### config.mk
export PLATFORM = sky130hd
export DESIGN_NAME = simon_seq_gen
export DESIGN_NICKNAME = d
export VERILOG_FILES = /design/src/rtl/simon_pkg.sv /design/src/rtl/seq_regfile.sv /design/src/rtl/simon_seq_gen.sv
export SDC_FILE = /design/constraint.sdc
export NUM_CORES = 1
export LEC_CHECK = 0
export CORE_MARGIN = 4
export CORE_UTILIZATION = 58
export DETAILED_ROUTE_END_ITERATION = 7
export PLACE_DENSITY = 0.85
export SYNTH_ARGS = -nofsm -noshare
export SYNTH_HDL_FRONTEND = slang
export SYNTH_SLANG_ARGS = --single-unit
### constraint.sdc
create_clock -name clk -period 3.59 [get_ports clk]
set_clock_uncertainty 0.2 [all_clocks]
set_input_delay 0.359 -clock clk [delete_from_list [all_inputs] [get_ports clk]]
set_output_delay 0.359 -clock clk [all_outputs]
set_load 0.02 [all_outputs]
### src/rtl/simon_pkg.sv
// +----------------------------------------------------------------------------+
// | simon_pkg: colour encoding, FSM state encoding and colour extraction.       |
// | Rev 1.0                                                                      |
// +----------------------------------------------------------------------------+
`default_nettype none

package simon_pkg;

  typedef logic [1:0] color_t;

  localparam color_t RED    = 2'd0;
  localparam color_t GREEN  = 2'd1;
  localparam color_t BLUE   = 2'd2;
  localparam color_t YELLOW = 2'd3;

  typedef logic [1:0] state_t;

  localparam logic [1:0] S_IDLE     = 2'd0;
  localparam logic [1:0] S_PLAY_ON  = 2'd1;
  localparam logic [1:0] S_PLAY_OFF = 2'd2;
  localparam logic [1:0] S_DONE     = 2'd3;

  // Folding two byte lanes together spreads the LFSR entropy over the colour.
  function automatic color_t extract_color(input logic [31:0] word);
    return word[1:0] ^ word[9:8];
  endfunction

endpackage

`default_nettype wire

### src/rtl/seq_regfile.sv
// +----------------------------------------------------------------------------+
// | seq_regfile: MAX_LEN x 2-bit colour store, one sync write, two async reads.|
// | Rev 1.0                                                                      |
// +----------------------------------------------------------------------------+
`default_nettype none

module seq_regfile
  import simon_pkg::*;
#(
  parameter int MAX_LEN = 32,
  parameter int AW      = $clog2(MAX_LEN)
) (
  input  logic          clk,
  input  logic          we,
  input  logic [AW-1:0] waddr,
  input  color_t        wdata,
  input  logic [AW-1:0] raddr_a,
  output color_t        rdata_a,
  input  logic [AW-1:0] raddr_b,
  output color_t        rdata_b
);

  color_t r_mem [MAX_LEN];

  // Contents are don't-care after reset, so the array carries no reset.
  always_ff @(posedge clk) begin
    if (we) begin
      r_mem[waddr] <= wdata;
    end
  end

  assign rdata_a = r_mem[raddr_a];
  assign rdata_b = r_mem[raddr_b];

endmodule

`default_nettype wire

### src/rtl/simon_seq_gen.sv
// +----------------------------------------------------------------------------+
// | simon_seq_gen: builds a random colour sequence and plays it back on LEDs.  |
// | Rev 1.0                                                                      |
// +----------------------------------------------------------------------------+
`default_nettype none

module simon_seq_gen
  import simon_pkg::*;
#(
  parameter int MAX_LEN    = 32,
  parameter int ON_CYCLES  = 25000000,
  parameter int OFF_CYCLES = 12500000,
  localparam int IDX_W     = $clog2(MAX_LEN),
  localparam int LEN_W     = $clog2(MAX_LEN + 1)
) (
  input  logic             clk,
  input  logic             reset,
  input  logic [31:0]      random_num,
  input  logic             new_game,
  input  logic             add_step,
  input  logic             play,
  input  logic [IDX_W-1:0] query_idx,
  output logic [1:0]       query_color,
  output logic [1:0]       color_out,
  output logic             led_valid,
  output logic             busy,
  output logic             play_done,
  output logic [LEN_W-1:0] seq_len,
  output logic             full
);

  localparam logic [31:0] c_ON_LAST  = 32'(ON_CYCLES - 1);
  localparam logic [31:0] c_OFF_LAST = 32'(OFF_CYCLES - 1);

  state_t           r_state;
  logic [31:0]      r_timer;
  logic [IDX_W-1:0] r_idx;
  logic [LEN_W-1:0] r_seq_len;
  color_t           r_last;

  color_t w_play_color;
  color_t w_query_rd;
  logic   w_full;
  logic   w_we;
  logic   w_on_last;
  logic   w_off_last;
  logic   w_last_step;

  assign w_full      = (r_seq_len == LEN_W'(MAX_LEN));
  assign w_we        = (r_state == S_IDLE) && !new_game && add_step && !w_full;
  assign w_on_last   = (r_timer == c_ON_LAST);
  assign w_off_last  = (r_timer == c_OFF_LAST);
  assign w_last_step = (LEN_W'(r_idx) == (r_seq_len - LEN_W'(1)));

  seq_regfile #(
    .MAX_LEN (MAX_LEN),
    .AW      (IDX_W)
  ) u_regfile (
    .clk     (clk),
    .we      (w_we),
    .waddr   (r_seq_len[IDX_W-1:0]),
    .wdata   (extract_color(random_num)),
    .raddr_a (r_idx),
    .rdata_a (w_play_color),
    .raddr_b (query_idx),
    .rdata_b (w_query_rd)
  );

  always_ff @(posedge clk or posedge reset) begin
    if (reset) begin
      r_state   <= S_IDLE;
      r_timer   <= 32'd0;
      r_idx     <= '0;
      r_seq_len <= '0;
      r_last    <= RED;
    end else if (new_game) begin
      r_state   <= S_IDLE;
      r_timer   <= 32'd0;
      r_idx     <= '0;
      r_seq_len <= '0;
    end else begin
      case (r_state)
        S_IDLE: begin
          // add_step wins over play; a coincident play is simply dropped.
          if (add_step) begin
            if (!w_full) begin
              r_seq_len <= r_seq_len + LEN_W'(1);
            end
          end else if (play) begin
            r_idx   <= '0;
            r_timer <= 32'd0;
            r_state <= (r_seq_len == '0) ? S_DONE : S_PLAY_ON;
          end
        end
        S_PLAY_ON: begin
          r_last <= w_play_color;
          if (w_on_last) begin
            r_timer <= 32'd0;
            r_state <= S_PLAY_OFF;
          end else begin
            r_timer <= r_timer + 32'd1;
          end
        end
        S_PLAY_OFF: begin
          if (w_off_last) begin
            r_timer <= 32'd0;
            if (w_last_step) begin
              r_state <= S_DONE;
            end else begin
              r_idx   <= r_idx + IDX_W'(1);
              r_state <= S_PLAY_ON;
            end
          end else begin
            r_timer <= r_timer + 32'd1;
          end
        end
        S_DONE: begin
          r_state <= S_IDLE;
        end
        default: begin
          r_state <= S_IDLE;
        end
      endcase
    end
  end

  // The lit colour is read live; r_last keeps it steady through the dark gap.
  assign color_out   = (r_state == S_PLAY_ON) ? w_play_color : r_last;
  assign led_valid   = (r_state == S_PLAY_ON);
  assign busy        = (r_state != S_IDLE);
  assign play_done   = (r_state == S_DONE);
  assign seq_len     = r_seq_len;
  assign full        = w_full;
  assign query_color = (LEN_W'(query_idx) < r_seq_len) ? w_query_rd : RED;

endmodule

`default_nettype wire
## Word level (Yosys, flattened, before mapping)

Memories as Yosys holds them, arrays and structs flattened.
Cells that the tools add are included.

| cells by class | value |
|---|---|
| add/sub/neg operators | 4 |
| $lt $le $gt $ge | 1 |
| bitwise operators | 1 |
| mux-type cells | 28 |
| reductions and logical operators | 16 |
| equal/unequal tests | 13 |

Operators by type and width:

| operator | number |
|---|---|
| 2-to-1 mux 32 bit | 5 |
| one-hot mux 32 bit (3 select lines) | 1 |
| adder 32 x 1 -> 32 bit, second input constant | 1 |
| equality test 32 x 24 -> 1 bit, second input constant | 1 |
| equality test 32 x 25 -> 1 bit, second input constant | 1 |
| 2-to-1 mux 5 bit | 5 |
| 2-to-1 mux 6 bit | 4 |
| 2-to-1 mux 2 bit | 9 |
| inequality test 3 bit, second input constant | 4 |
| one-hot mux 5 bit (2 select lines) | 1 |
| one-hot mux 2 bit (4 select lines) | 1 |
| adder 6 x 1 -> 6 bit, second input constant | 1 |
| equality test 5 x 6 -> 1 bit | 1 |
| equality test 6 bit, second input constant | 1 |
| logical NOT 6 bit | 1 |
| < comparator 5 x 6 -> 1 bit | 1 |
| AND reduction 3 bit | 2 |
| nonzero test 2 bit | 3 |
| subtractor 6 x 1 -> 6 bit, second input constant | 1 |
| adder 5 x 1 -> 5 bit, second input constant | 1 |
| AND reduction 5 bit | 1 |
| equality test 2 bit, second input constant | 2 |
| AND reduction 4 bit | 1 |
| nonzero test 4 bit | 1 |
| other kinds (9) | 13 |

| word-level totals | value |
|---|---|
| bits in writable memories | 64 |
| logic and storage cells | 69 |
| output and inout port bits | 14 |
| input port bits | 42 |
| flip-flop bits (word level) | 47 |
| memories kept | 1 |

Memory list:

| memory | words | bits a word | rd ports | clocked after memory_dff | wr ports | RTL line | source |
|---|---|---|---|---|---|---|---|
| u_regfile.r_mem | 32 | 2 | 2 | 0 | 1 | seq_regfile.sv:23 | `color_t r_mem [MAX_LEN];` |

## Depth between registers and ports, before layout

Gate-level depths: netlist (run 1).

| depth | value |
|---|---|
| depth after elaboration | 6 |
| mapped depth | 10 |
| gate-level depth less buffers | 8 |

## By module

Synthesis (run 1) repeated with hierarchy kept, for this count alone.

| unflattened totals | value |
|---|---|
| cell total of the unflattened synthesis | 588 |
| area, all modules | 6,348.6 sq um |

Modules (own cells, without submodules):

| module | cells an instance | area each (sq um) | seq. area each (sq um) | instances |
|---|---|---|---|---|
| seq_regfile | 263 | 3,364.5 | 1,921.8 | 1 |
| simon_seq_gen | 325 | 2,984.1 | 1,176.1 | 1 |

## Least setup slack after synthesis (run 1)

Ideal clock, no wire load.

| timing | value |
|---|---|
| path kind | input -> output |
| start point | input port query_idx[0] |
| end point | output port query_color[1] |
| data arrival time | 2.320 ns |
| stages on the path | 6 |
| path buffers | 2 |
| data required time | 3.031 ns |
| path slack | 0.711 ns |
| path through | clkbuf_1 -> buf_2 -> mux4_2 -> mux4_2 -> a21oi_1 -> a21oi_1 |

| on the way | value |
|---|---|
| word-level cells in the longest chain between the ends | 2 |
| elaborated cells on any way between the ends | 3 |
| those cells by class | 1 x order compare; 1 x mux; 1 x memory |

Ends and longest elaborated chain:

| item | RTL line | source |
|---|---|---|
| from (decl) | simon_seq_gen.sv:22 | `input logic [IDX_W-1:0] query_idx,` |
| memory read (32 x 2 bit) or < comparator 5 x 6 -> 1 bit (tied branches) | - |  |
| 2-to-1 mux 2 bit * | simon_seq_gen.sv:134 | `assign query_color = (LEN_W'(query_idx) < r_seq_len) ? w_query_rd : RED;` |
| to (decl) | simon_seq_gen.sv:23 | `output logic [1:0] query_color,` |

Every way passes the cells marked *; elsewhere a longest branch is shown, timed or not.

## Final worst setup path (run 1)

| timing | value |
|---|---|
| start point | register r_idx[0] |
| end point | output port color_out[1] |

| on the way | value |
|---|---|
| word-level cells in the longest chain between the ends | 2 |

Ends and longest elaborated chain:

| item | RTL line | source |
|---|---|---|
| from (decl) | simon_seq_gen.sv:37 | `logic [IDX_W-1:0] r_idx;` |
| from (signal assigned) | simon_seq_gen.sv:110 | `r_idx <= r_idx + IDX_W'(1);` |
| memory read (32 x 2 bit) | - |  |
| 2-to-1 mux 2 bit | - |  |
| to (decl) | simon_seq_gen.sv:24 | `output logic [1:0] color_out,` |

No other way between the ends.

==> results of run 1 <==
worst min-delay path by stage:
stage,start,to,cells past startpoint
2_1_floorplan,r_last[0],r_last[0],2
5_1_grt,r_last[1],r_last[1],2
3_5_place_dp,r_last[1],r_last[1],2
3_3_place_gp,r_last[0],r_last[0],2
4_1_cts,r_last[1],r_last[1],2
6_report,r_last[1],r_last[1],2
power by group:
part | switching [mW] | internal [mW]
Sequential | 0.0430 | 1.40
Combinational | 0.458 | 0.274
Clock | 0.422 | 0.347
Total | 0.924 | 2.02
layer usage:
layer / track usage / wire length, um / up-vias
li1: - / - / 1931
met1: 0.3395 / 5387 / 2103
met2: 0.3882 / 6538 / 222
met3: 0.04718 / 1119 / 30
met4: 0.07302 / 248 / 0
met5: 0 / 0 / -
layout make-up:
cell class              instances  share of cell area
clock buffers                  12             0.02164
clock inverters                 4            0.008021
inverters                      21             0.01175
multi-input cells             349              0.4128
flip-flops and latches        111              0.4620
well taps                     133             0.02481
repair buffers                 40             0.05894
worst max-delay path, stage by stage (launching register included):
cell	delay, ps
sky130_fd_sc_hd__dfrtp_1	390
sky130_fd_sc_hd__buf_12	200
sky130_fd_sc_hd__mux4_2	530
sky130_fd_sc_hd__mux4_2	510
sky130_fd_sc_hd__mux2i_1	240
sky130_fd_sc_hd__a21oi_1	100
sky130_fd_sc_hd__clkdlybuf4s50_1	550
cell families after synthesis:
logic type                 synth area share
AOI/OAI and AO/OA                   0.05987
xor gates and xnor gates            0.05076
adders and majority gates           0.03108
buffers and inverters               0.03108
DFF                                  0.5129
muxes                                0.1574
and+or+nand+nor                      0.1568
stage by stage:
stage | hold WS [ps] | total power, mW | cells
final | 294.4 | 2.945 | 670
after global routing | 313.3 | 3.093 | 670
after CTS | 294.1 | 2.948 | 670
after detailed placement | 272.0 | 2.195 | 654
after global placement | 263.3 | 2.163 | 654
after floorplan | 250.5 | 1.969 | 503
cell usage after synthesis (all sizes together) (3+ instances only):
| master | number | area (um^2) |
|---|---|---|
| nand3 | 32 | 160.2 |
| nor3 | 18 | 90.09 |
| a21o | 5 | 38.79 |
| and3 | 6 | 37.54 |
| and4 | 4 | 35.03 |
| nand2 | 36 | 135.1 |
| mux4 | 39 | 878.3 |
| edfxtp | 64 | 1922 |
| buf | 12 | 71.31 |
| or3 | 3 | 18.77 |
| inv | 21 | 78.83 |
| a221o | 3 | 30.03 |
| o311ai | 6 | 52.55 |
| or2 | 4 | 25.02 |
| xor2 | 11 | 96.34 |
| nand4 | 6 | 37.54 |
| nor4 | 6 | 37.54 |
| nor2b | 4 | 25.02 |
| mux2i | 5 | 50.05 |
| xnor2 | 24 | 210.2 |
| o21ai | 8 | 40.04 |
| dfrtp | 47 | 1176 |
| clkbuf | 10 | 37.54 |
| a21oi | 13 | 65.06 |
| nor2 | 75 | 281.5 |
| ha | 15 | 187.7 |
layout by cell type (no fill, tap or decap), types with 3 or more instances in the layout:
cell type,count
sky130_fd_sc_hd__a221o_1,3
sky130_fd_sc_hd__dfrtp_1,46
sky130_fd_sc_hd__mux2i_1,5
sky130_fd_sc_hd__or2_2,4
sky130_fd_sc_hd__clkbuf_8,10
sky130_fd_sc_hd__nor4_1,6
sky130_fd_sc_hd__nor2b_1,4
sky130_fd_sc_hd__nand3_1,32
sky130_fd_sc_hd__ha_1,15
sky130_fd_sc_hd__o311ai_0,6
sky130_fd_sc_hd__nor3_1,18
sky130_fd_sc_hd__buf_4,11
sky130_fd_sc_hd__o21ai_0,8
sky130_fd_sc_hd__a21oi_1,13
sky130_fd_sc_hd__clkdlybuf4s50_1,26
sky130_fd_sc_hd__xor2_1,9
sky130_fd_sc_hd__nor2_1,75
sky130_fd_sc_hd__and3_1,6
sky130_fd_sc_hd__a21o_1,4
sky130_fd_sc_hd__mux4_2,39
sky130_fd_sc_hd__and4_1,4
sky130_fd_sc_hd__or3_1,3
sky130_fd_sc_hd__inv_1,20
sky130_fd_sc_hd__edfxtp_1,64
sky130_fd_sc_hd__xnor2_1,24
sky130_fd_sc_hd__nand4_1,6
sky130_fd_sc_hd__nand2_1,36
flip-flops by register name (all words and copies together) (netlist names):
name and cells:
r_last 2, seq_len 6, r_state 2, r_timer 32, u_regfile.r_mem 64, r_idx 5
==> results.sh, run 1 <==
export IMPL_peakVddDrop_uv=241.8
export IMPL_critPathKind="reg -> out"
export IMPL_area_growth_synth_to_final_pct=11.06
export IMPL_synth_warning_count=0
export IMPL_rsz0062_at_grt="false"
export IMPL_clk_path_buf_depth=2
export IMPL_routed_wire_length_per_instance_um=19.84
export IMPL_drt_drc=0
export IMPL_grt_start_max_net_pins=48
export IMPL_diodes=0
export IMPL_sequential_cell_area_um2=3099
export IMPL_post_dp_cell_area_um2=6505
export IMPL_ff2ff_path_depth=8
export IMPL_cts_post_setup_buffers_inserted=0
export IMPL_dominantRegCellSynth="sky130_fd_sc_hd__edfxtp_1"
export IMPL_hold_viol=0
export IMPL_powerDensity_nw_per_um2=439.0
export IMPL_maxCapViolations=0
export IMPL_post_synth_num_cell_types=49
export IMPL_yosys_register_bits=111
export IMPL_grt_pass1_vias=4211
export IMPL_cts_inserted_buffers=9
export IMPL_worstReg2RegEnd="r_timer[24]"
export IMPL_fp_dieArea_um2=12110
export IMPL_timing_hold_worst_class="reg -> reg"
export IMPL_outcome="completed"
export IMPL_pre_cts_ws_ps=140.2
export IMPL_buffer_ports_inserted=27
export IMPL_final_setup_viol_count=0
export IMPL_total_leakage_power_nw=2.353
export IMPL_num_vias=4286
export IMPL_post_route_cells_drive_above_1_share=0.1453
export IMPL_final_fill_count=694
export IMPL_core_rowCount=36
export IMPL_worstSetupStartpointType="flop"
export IMPL_dieWidth_um=110.0
export IMPL_fin_setup_tns_ps=0
export IMPL_initial_utilization=0.6067
export IMPL_endpoint_class_of_the_critical_path="primary output"
export IMPL_holdBufCountCts=0
export IMPL_cp_arrival_ps=2920
export IMPL_numClockSinks=111
export IMPL_dpl_hpwl_mm=9.521
export IMPL_tritoncts="built"
export IMPL_design_area_um2=6708
export IMPL_chip_height_um=110.0
export IMPL_critPathRequiredTime_ps=3030
export IMPL_ff2ff_setup_slack_ps=570
export IMPL_top_level_ports=56
export IMPL_syn_area_um2=6040
export IMPL_clk_latency_ps=380
export IMPL_synth_async_sr_flop_share=0.4234
export IMPL_tightestPinTransition_ps=1004
export IMPL_final_antenna_net_count=0
export IMPL_syn_mean_instance_area_um2=12.01
export IMPL_rr_startpoint="r_timer[0]"
export IMPL_setup_ws_ps=114.6
export IMPL_grt_first_pass_wirelength_mm=22.00
export IMPL_clock_fmax_mhz=287.7
export IMPL_synthesis_nets=560
export IMPL_gp_congestion=0.8792
export IMPL_clock_tree_root_cell="sky130_fd_sc_hd__clkbuf_8"
export IMPL_final_core_utilization=0.6738
export IMPL_antenna_found_initial=0
export IMPL_synth_enable_flop_cells=64
export IMPL_globalRouteOverflowTotal=0
export IMPL_postSynthCellCount=503
export IMPL_placeableCoreArea_um2=9955
export IMPL_final_min_clock_period_ps=3475
export IMPL_clkTransAtPathRegs_ps=100
export IMPL_multi_input_area_um2=2769
export IMPL_timing_critical_path_to="color_out[1]"
export IMPL_timing_final_max_slew_violations=0
export IMPL_num_nets_final=589
export IMPL_detail_route_vias_per_cell=6.397
export IMPL_timing_final_crit_share=0.9681
export IMPL_startpoint="r_idx[0]"
export IMPL_synth_seq_area_share=0.5129
export IMPL_drt_pass1_iter_count=5
export IMPL_drt_initial_drc_count=356
export IMPL_route_final_wire_length_mm=13.29
export IMPL_track_usage=0.2422
export IMPL_crit_fanout=20
export IMPL_h_tree_level_count=3
export IMPL_relSlewSlack=0.3294
export IMPL_post_cts_resized=1
(Power assumes the default switching activity.)
==> run 2: changes to the inputs <==
- CORE_UTILIZATION: 58 -> 52
- PLACE_DENSITY: 0.85 -> 0.81
- clock period: 3.59 -> 2.9 ns (I/O delays scaled with it)
==> run 2 against run 1 <==
Against the previous run:
- the flow now finishes with violations (negative setup slack)
- clock power is 51% higher
- critical path depth stayed put
- utilization is 5.0 points lower
- power is 35% higher
- combinational power is 42% higher
- via count is 3.5% higher
- sequential power is 23% higher
- count of clock-buffer cells in the layout is 2 lower
- global-route usage is 1.7 points lower
- die area is 11% higher
- worst setup slack worse by 170 ps
- first-iteration DRC count is 22% higher
- largest cell class unchanged
- highest routed layer unchanged
==> results.sh, run 2 (same netlist as run 1, synthesis figures left out) <==
export IMPL_grt_first_pass_wirelength_mm=22.98
export IMPL_top_level_ports=56
export IMPL_clock_fmax_mhz=338.8
export IMPL_crit_fanout=4
export IMPL_routed_wire_length_per_instance_um=19.87
export IMPL_rr_startpoint="seq_len[0]"
export IMPL_timing_final_max_slew_violations=0
export IMPL_numClockSinks=111
export IMPL_drt_drc=0
export IMPL_gp_congestion=0.9117
export IMPL_fp_dieArea_um2=13400
export IMPL_drt_initial_drc_count=434
export IMPL_timing_hold_worst_class="in -> async"
export IMPL_worst_path_max_delay_cell="sky130_fd_sc_hd__mux4_2"
export IMPL_core_rowCount=39
export IMPL_cp_arrival_ps=2460
export IMPL_final_min_clock_period_ps=2951
export IMPL_track_usage=0.2248
export IMPL_path_cells="clkbuf_16, mux4_2, mux4_2, mux2i_2, a21oi_1, buf_4"
export IMPL_globalRouteOverflowTotal=0
export IMPL_critPathKind="reg -> out"
export IMPL_diodes=0
export IMPL_chip_height_um=115.8
export IMPL_route_final_wire_length_mm=14.07
export IMPL_tritoncts="built"
export IMPL_startpoint="r_idx[0]"
export IMPL_grt_pass1_vias=4439
export IMPL_dieWidth_um=115.8
export IMPL_post_route_cells_drive_above_1_share=0.2035
export IMPL_final_hold_slack_ps=7.835
export IMPL_drt_pass1_iter_count=6
export IMPL_initial_utilization=0.5312
export IMPL_setup_ws_ps=-51.23
export IMPL_finalNonFillerCells=708
export IMPL_most_common_layout_cells="sky130_fd_sc_hd__nor2_1, sky130_fd_sc_hd__edfxtp_1, sky130_fd_sc_hd__dfrtp_1"
export IMPL_num_vias=4434
export IMPL_post_layout_total_power_mw=3.972
export IMPL_fin_setup_tns_ps=-100.1
export IMPL_endpoint_class_of_the_critical_path="primary output"
export IMPL_rsz0062_at_grt="true"
export IMPL_area_growth_synth_to_final_pct=17.36
export IMPL_powerDensity_nw_per_um2=560.4
export IMPL_cpMostUsedCell="sky130_fd_sc_hd__mux4_2"
export IMPL_detail_route_vias_per_cell=6.263
export IMPL_violations="negative setup slack"
export IMPL_holdBufCountCts=0
export IMPL_clock_tree_root_cell="sky130_fd_sc_hd__clkbuf_16"
export IMPL_buffer_ports_inserted=27
export IMPL_placeableCoreArea_um2=11370
export IMPL_outcome="finished with violations"
export IMPL_total_leakage_power_nw=2.545
export IMPL_clk_latency_ps=360
export IMPL_final_antenna_net_count=0
export IMPL_critPathRequiredTime_ps=2410
export IMPL_crit_path_max_incr_delay_ps=520
export IMPL_place_inst=688
export IMPL_final_common_cell="sky130_fd_sc_hd__nor2_1"
export IMPL_worstSetupStartpointType="flop"
export IMPL_cts_inserted_buffers=9
export IMPL_largest_register="u_regfile.r_mem"
export IMPL_antenna_found_initial=0
export IMPL_grt_start_max_net_pins=33
export IMPL_peakVddDrop_uv=588.8
export IMPL_relSlewSlack=0.1140
export IMPL_num_nets_final=617
export IMPL_flip_flop_count_of_the_largest_register_all_copies_and_words_added=64
export IMPL_final_setup_viol_count=2
export IMPL_clk_path_buf_depth=2
export IMPL_timing_final_crit_share=1.018
export IMPL_maxCapViolations=0
export IMPL_clkTransAtPathRegs_ps=70
export IMPL_dpl_hpwl_mm=10.16
export IMPL_hold_viol=0
export IMPL_h_tree_level_count=3
export IMPL_tightestPinTransition_ps=1328
## run 2: cell count changes in the layout (fill, tap and decap cells not counted), moves of 3 or more
cell | before | now
sky130_fd_sc_hd__inv_6 | 0 | 3
sky130_fd_sc_hd__clkbuf_8 | 10 | 0
sky130_fd_sc_hd__clkdlybuf4s50_1 | 26 | 22
sky130_fd_sc_hd__clkbuf_16 | 0 | 10
sky130_fd_sc_hd__buf_12 | 2 | 5
sky130_fd_sc_hd__buf_4 | 11 | 36
## run 2: worst max-delay path, delay by kind of cell (launching register included)
| kind | cells | cell delay, ps |
|---|---|---|
| multiplexers | 3 | 1190 |
| flip-flops | 1 | 460 |
| buffers and inverters | 2 | 350 |
| AO/OA/AOI/OAI | 1 | 90 |
## run 2: timing repair
action	4_1_cts	5_1_grt
resized for setup	17	14
pin swaps	1	2
gates cloned	0	2
buffers inserted	1	1
endpoints found under the hold margin	0	0
setup endpoints to repair	4	31
## run 2: area by class of cell
cell class,instances,area (um^2)
timing repair buffer,67,634.4
sequential,111,3099
clock inverter,6,42.54
tap,143,178.9
inverter,21,78.83
clock buffer,10,229.0
fill,845,4282
multi-input combinational,350,2825
## run 2: stage by stage
step	setup WS, ps	instance area (um^2)	utilization
2_1_floorplan	26.89	6040	-
3_3_place_gp	-450.6	6715	0.5906
3_5_place_dp	-444.0	6715	0.5906
4_1_cts	-62.12	6994	0.6152
5_1_grt	-137.0	7088	0.6234
6_report	-51.23	7088	0.6234
## run 2: report_power, final
part / leakage (nW) / internal (mW) / switching, mW / total (mW)
sequential: 1.22 / 1.74 / 0.0376 / 1.77
clock: 0.131 / 0.588 / 0.571 / 1.16
combinational: 1.19 / 0.421 / 0.620 / 1.04
total: 2.55 / 2.74 / 1.23 / 3.97
## run 2: final timing paths
check | depth (start not counted) | endpoint | slack [ps]
max in group asynchronous | 3 | r_timer[0] | 1950
min | 2 | r_last[1] | 8
min reg2reg | 2 | r_last[0] | 280
min in group clk | 2 | r_last[0] | 280
max | 6 | color_out[1] | -50
max reg2reg | 6 | u_regfile.r_mem[0][0] | 200
## run 2: per-layer routing
layer	GRT usage	vias to the layer above	wire length [um]
li1	-	1998	-
met1	0.3039	2171	5638
met2	0.3487	229	6693
met3	0.04752	36	1303
met4	0.1106	0	431
met5	0	-	0
